===== src/rtl/wb_pipe_stage_pkg.sv =====
// Shared definitions for the MEM->WB pipeline register: occupancy state encodings
// and the NOP-write constants used for bubbles and x0 suppression.
package wb_pipe_stage_pkg;

  typedef enum logic [1:0] {
    WB_ST_EMPTY = 2'b00,
    WB_ST_ONE   = 2'b01,
    WB_ST_TWO   = 2'b10
  } wb_state_e;

  localparam logic [4:0]  NOP_REG_ADDR  = 5'b00000;
  localparam logic        WRITE_DISABLE = 1'b0;
  localparam logic [31:0] ZERO_WORD     = 32'h0000_0000;

  // Writes to the hard-wired zero register are turned into NOPs.
  function automatic logic gate_x0_wreg(input logic addr_is_zero, input logic wreg);
    return addr_is_zero ? WRITE_DISABLE : wreg;
  endfunction

endpackage


===== src/rtl/wb_pipe_stage_skid_entry.sv =====
// One held register-file write request {wd, wreg, wdata} with load enable and
// synchronous clear; clear wins over load.
module wb_skid_entry #(
  parameter int DATA_W = 32,
  parameter int ADDR_W = 5
) (
  input  logic              clk,
  input  logic              rst,
  input  logic              clr,
  input  logic              load,
  input  logic [ADDR_W-1:0] d_wd,
  input  logic              d_wreg,
  input  logic [DATA_W-1:0] d_wdata,
  output logic [ADDR_W-1:0] q_wd,
  output logic              q_wreg,
  output logic [DATA_W-1:0] q_wdata
);

  logic [ADDR_W-1:0] wd_q, wd_d;
  logic              wreg_q, wreg_d;
  logic [DATA_W-1:0] wdata_q, wdata_d;

  always_comb begin
    wd_d    = wd_q;
    wreg_d  = wreg_q;
    wdata_d = wdata_q;
    if (clr) begin
      wd_d    = '0;
      wreg_d  = 1'b0;
      wdata_d = '0;
    end else if (load) begin
      wd_d    = d_wd;
      wreg_d  = d_wreg;
      wdata_d = d_wdata;
    end
  end

  always_ff @(posedge clk or negedge rst) begin
    if (!rst) begin
      wd_q    <= '0;
      wreg_q  <= 1'b0;
      wdata_q <= '0;
    end else begin
      wd_q    <= wd_d;
      wreg_q  <= wreg_d;
      wdata_q <= wdata_d;
    end
  end

  assign q_wd    = wd_q;
  assign q_wreg  = wreg_q;
  assign q_wdata = wdata_q;

endmodule


===== src/rtl/wb_pipe_stage.sv =====
// MEM->WB pipeline register with valid/ready handshake and a 2-entry skid buffer.
// Define WB_BYPASS_EN to drive the byp_* forwarding outputs; otherwise they read 0.
//
// state       | meaning
// WB_ST_EMPTY | nothing held, outputs are a NOP bubble
// WB_ST_ONE   | main entry valid on out_*
// WB_ST_TWO   | main valid plus one younger entry in the skid; in_ready low
module wb_pipe_stage
  import wb_pipe_stage_pkg::*;
#(
  parameter int DATA_W    = 32,
  parameter int ADDR_W    = 5,
  parameter int STALL_W   = 5,
  parameter int STALL_IDX = 4
) (
  input  logic               clk,
  input  logic               rst,
  input  logic               flush,
  input  logic [STALL_W-1:0] stalled,
  input  logic               in_valid,
  output logic               in_ready,
  input  logic [ADDR_W-1:0]  in_wd,
  input  logic               in_wreg,
  input  logic [DATA_W-1:0]  in_wdata,
  output logic               out_valid,
  input  logic               out_ready,
  output logic [ADDR_W-1:0]  out_wd,
  output logic               out_wreg,
  output logic [DATA_W-1:0]  out_wdata,
  output logic               byp_wreg,
  output logic [ADDR_W-1:0]  byp_wd,
  output logic [DATA_W-1:0]  byp_wdata
);

  wb_state_e state_q, state_d;
  logic      in_ready_q, in_ready_d;
  logic      advance, accept;
  logic      main_load, skid_load, main_from_skid;
  logic      in_wreg_g;

  logic [ADDR_W-1:0] main_d_wd, main_wd, skid_wd;
  logic              main_d_wreg, main_wreg, skid_wreg;
  logic [DATA_W-1:0] main_d_wdata, main_wdata, skid_wdata;

  // Only the STALL_IDX bit matters here; the rest of the vector belongs to other stages.
  logic unused_stall;
  assign unused_stall = ^stalled;

  assign out_valid = (state_q != WB_ST_EMPTY);
  assign in_ready  = in_ready_q;
  assign advance   = out_valid & out_ready & ~stalled[STALL_IDX];
  assign accept    = in_valid & in_ready_q;
  assign in_wreg_g = gate_x0_wreg(in_wd == '0, in_wreg);

  always_comb begin
    state_d        = state_q;
    main_load      = 1'b0;
    skid_load      = 1'b0;
    main_from_skid = 1'b0;
    unique case (state_q)
      WB_ST_EMPTY: begin
        if (accept) begin
          state_d   = WB_ST_ONE;
          main_load = 1'b1;
        end
      end
      WB_ST_ONE: begin
        if (accept && advance) begin
          main_load = 1'b1;
        end else if (accept) begin
          state_d   = WB_ST_TWO;
          skid_load = 1'b1;
        end else if (advance) begin
          state_d = WB_ST_EMPTY;
        end
      end
      WB_ST_TWO: begin
        if (advance) begin
          state_d        = WB_ST_ONE;
          main_load      = 1'b1;
          main_from_skid = 1'b1;
        end
      end
      default: state_d = WB_ST_EMPTY;
    endcase
    if (flush) begin
      state_d   = WB_ST_EMPTY;
      main_load = 1'b0;
      skid_load = 1'b0;
    end
    // Registered ready: looks at the next occupancy, never at out_ready this cycle.
    in_ready_d = (state_d != WB_ST_TWO);
  end

  always_ff @(posedge clk or negedge rst) begin
    if (!rst) begin
      state_q    <= WB_ST_EMPTY;
      in_ready_q <= 1'b1;
    end else begin
      state_q    <= state_d;
      in_ready_q <= in_ready_d;
    end
  end

  assign main_d_wd    = main_from_skid ? skid_wd    : in_wd;
  assign main_d_wreg  = main_from_skid ? skid_wreg  : in_wreg_g;
  assign main_d_wdata = main_from_skid ? skid_wdata : in_wdata;

  wb_skid_entry #(.DATA_W(DATA_W), .ADDR_W(ADDR_W)) u_main (
    .clk     (clk),
    .rst     (rst),
    .clr     (flush),
    .load    (main_load),
    .d_wd    (main_d_wd),
    .d_wreg  (main_d_wreg),
    .d_wdata (main_d_wdata),
    .q_wd    (main_wd),
    .q_wreg  (main_wreg),
    .q_wdata (main_wdata)
  );

  wb_skid_entry #(.DATA_W(DATA_W), .ADDR_W(ADDR_W)) u_skid (
    .clk     (clk),
    .rst     (rst),
    .clr     (flush),
    .load    (skid_load),
    .d_wd    (in_wd),
    .d_wreg  (in_wreg_g),
    .d_wdata (in_wdata),
    .q_wd    (skid_wd),
    .q_wreg  (skid_wreg),
    .q_wdata (skid_wdata)
  );

  // The main register keeps stale contents after draining, so bubbles are masked here.
  assign out_wd    = out_valid ? main_wd    : '0;
  assign out_wreg  = out_valid ? main_wreg  : WRITE_DISABLE;
  assign out_wdata = out_valid ? main_wdata : '0;

`ifdef WB_BYPASS_EN
  always_comb begin
    byp_wreg  = WRITE_DISABLE;
    byp_wd    = '0;
    byp_wdata = '0;
    if (state_q == WB_ST_TWO) begin
      byp_wreg  = skid_wreg;
      byp_wd    = skid_wd;
      byp_wdata = skid_wdata;
    end else if (state_q == WB_ST_ONE) begin
      byp_wreg  = main_wreg;
      byp_wd    = main_wd;
      byp_wdata = main_wdata;
    end
  end
`else
  assign byp_wreg  = WRITE_DISABLE;
  assign byp_wd    = '0;
  assign byp_wdata = '0;
`endif

endmodule


===== config.mk =====
export PLATFORM = sky130hd
export DESIGN_NAME = wb_pipe_stage
export DESIGN_NICKNAME = d
export VERILOG_FILES = /design/src/rtl/wb_pipe_stage_pkg.sv /design/src/rtl/wb_pipe_stage_skid_entry.sv /design/src/rtl/wb_pipe_stage.sv
export SDC_FILE = /design/constraint.sdc
export NUM_CORES = 1
export LEC_CHECK = 0
export BUFFER_PORTS_ARGS = -buffer_cell sky130_fd_sc_hd__buf_2
export CAP_MARGIN = 10
export CORE_MARGIN = 2
export CORE_UTILIZATION = 45
export CTS_CLUSTER_DIAMETER = 40
export DETAILED_ROUTE_END_ITERATION = 8
export PLACE_DENSITY = 0.78
export SLEW_MARGIN = 20
export SYNTH_ARGS = -nofsm -noshare
export SYNTH_HDL_FRONTEND = slang
export SYNTH_SLANG_ARGS = --single-unit
export TNS_END_PERCENT = 10

===== constraint.sdc =====
create_clock -name clk -period 1.92 [get_ports clk]
set_input_delay 0.096 -clock clk [delete_from_list [all_inputs] [get_ports clk]]
set_output_delay 0.096 -clock clk [all_outputs]
set_load 0.02 [all_outputs]

==> impl_metrics.toml <==
[outcome]
outcome = "finished, final reports clean"

[floorplan]
die_w_um = 102
ios = 126
die_area_mm2 = 0.0105
start_util = 0.467
die-height_um = 102
coreArea_mm2 = 0.00933
row_count = 35

[worst_setup_path]
start_kind = "register"
r2r-start = "in_ready"
critical_path_required_ns = 2.12
end_kind = "register"
ff2ff_setup_slack_ns = 0.09
worstSetupPathType = "register to register"
worstPathArrival_ns = 2.02
rr_worst_depth = 5
rr_endpoint = "u_main.q_wdata[10]"
cp_max_fo = 13

[logic_synthesis]
yosys-top-cells-area = "dfrtp_1 (45%), a211oi_2 (8.6%), mux2i_1 (8.5%)"
synthCells = 444
ys_warn_count = 0
yosys.area.top_type = "dfrtp_1"
netlist_area_mm2 = 0.00435
ys_ff_latch = 79
yosysUniqueCellTypes = 33
ys_seq_area_frac = 0.454
syn_avg_cell_area_um2 = 9.80
synth_top_area_share = 0.448

[route]
vias = 3386
avgRoutedWirePerCell_um = 14.1
postRouteAntennaNets = 0
routed_wl_um = 9670
viasPerCell = 4.94
drc = 0
first_iter_violations = 100
dr.pass1.iters = 4

[global_routing]
grt_pass1_vias = 3416
grt_max_degree = 52
antenna_found_initial = 0
track_usage = 0.195
grt_pass1_wl_um = 16000
grt_overflow = 0

[timing]
relSlewSlack = 0.567
worst_slew_pin_slew_ns = 0.649
timing.final.crit_share = 0.951
rsz0062_at_grt = "false"
fmax_mhz = 548
timing.hold.ws_ns = 0.0123
hold_viol_final = 0
clock_skew_ns = 0.00776
final_max_slew_viol_count = 0
setup-violations-final = 0
tns_ns = 0
layout_setup_ws_ns = 0.0942
period_needed_ns = 1.83

[pwr]
peakVddDrop_uv = 327
power.leakage_nw = 2.37
power_density_mw_per_mm2 = 728

[layout]
most-common-layout-cells = "buf_2 (81), nand2_1 (78), dfrtp_1 (78)"
fin_util = 0.571
fill_cells = 809
layout-drive-gt1-share = 0.275
layout.nets = 601
antenna_cells = 0
synthToLayoutAreaGrowth_pct = 22.4
layout_commonest_cell = "buf_2"

[clocking]
path_clk_slew_ns = 0.07
htree_levels = 3
clock_path_buffers = 2
clock_sinks = 79
clockRootBuffer = "clkbuf_8"
cts-buffers-inserted = 9
clk_latency_ns = 0.35
cts_tree = "done"

[place]
gp_congestion = 0.756
io_buffers = 83
place_hpwl_um = 6240
dp_slack_ns = 0.125

[run]
max_cap_violations = 0

[worst_hold_path]
min_to = "u_skid.q_wdata[10]"
hold_depth = 3
hp-class = "primary input to register"
hp-start = "in_wdata[10]"
-- how the worst max path moves through the flow --
stage                          start                 end  cells after the start
final                       in_ready  u_main.q_wdata[10]                      5
after global routing      state_q[1]      u_main.q_wd[2]                      5
after CTS                   in_ready  u_main.q_wdata[10]                      5
after detailed placement    in_ready      u_main.q_wd[2]                      5
after global placement      in_ready  u_main.q_wdata[11]                      5
after floorplan             in_ready  u_main.q_wdata[21]                      6
-- routing by layer --
layer / track usage / part of all wire / vias up
met5: 0 / 0 / -
met4: 0.0585 / 0.014 / 0
met3: 0.0431 / 0.040 / 14
met2: 0.319 / 0.47 / 90
met1: 0.259 / 0.48 / 1627
li1: - / - / 1655
-- Yosys cell counts, drive strengths merged --
library cell,number
a211o,1
a211oi,38
a21boi,1
a21o,1
a21oi,39
and3,1
and3b,1
buf,56
clkbuf,18
conb,1
dfrtp,78
dfstp,1
inv,2
mux2i,37
nand2,78
nand2b,1
nand3,1
nand4b,1
nor2,4
nor2b,39
nor3,38
o21ai,2
o21bai,1
or2,2
or2b,1
or4,1
-- layout make-up --
type | count | area (µm²) | share of cell area
Multi-Input combinational cell | 326 | 2040 | 0.383
Sequential cell | 79 | 1980 | 0.371
Timing Repair Buffer | 135 | 957 | 0.180
Clock buffer | 12 | 165 | 0.0310
Tap cell | 129 | 161 | 0.0303
Clock inverter | 3 | 17.5 | 0.00329
Inverter | 2 | 7.51 | 0.00141
-- repair_timing --
item	4_1_cts	5_1_grt
endpoints found under the hold margin	72	0
hold buffers	37	0
setup endpoints to repair	0	1
gates resized for setup	0	1
setup buffers	0	0
-- critical path, cell delays in order, from the launching register on --
cell	delay [ns]
dfstp_2	0.56
and3b_1	0.21
a21boi_4	0.20
or2_2	0.29
buf_4	0.31
a211oi_2	0.10
-- power by group --
group / switching (mW) / total (mW) / internal, mW / leakage, nW
registers: 0.0575 / 1.84 / 1.78 / 1.06
clock network: 0.587 / 1.15 / 0.565 / 0.0942
logic: 0.545 / 0.892 / 0.347 / 1.21
total: 1.19 / 3.88 / 2.69 / 2.37
-- cell families after synthesis --
family,Yosys count,share of synthesized area
AND/OR/NAND/NOR,168,0.191
flip-flops,79,0.454
AO/OA/AOI/OAI,83,0.155
other,1,0.000861
buffers and inverters,76,0.114
multiplexers,37,0.0851
-- per-stage QoR --
stage	area, µm²	total power, mW	cells
5_1_grt	5330	4.08	686
2_1_floorplan	4490	2.50	481
4_1_cts	5330	3.92	686
6_report	5330	3.88	686
3_3_place_gp	4770	2.68	634
3_5_place_dp	4770	2.71	634
-- flip-flops by register name, indices dropped and copies added, names as in the netlist --
register	flops
in_ready	1
state_q	2
u_main.q_wd	5
u_main.q_wdata	32
u_main.q_wreg	1
u_skid.q_wd	5
u_skid.q_wdata	32
u_skid.q_wreg	1
Note: power is estimated with default switching activity, not from simulation.
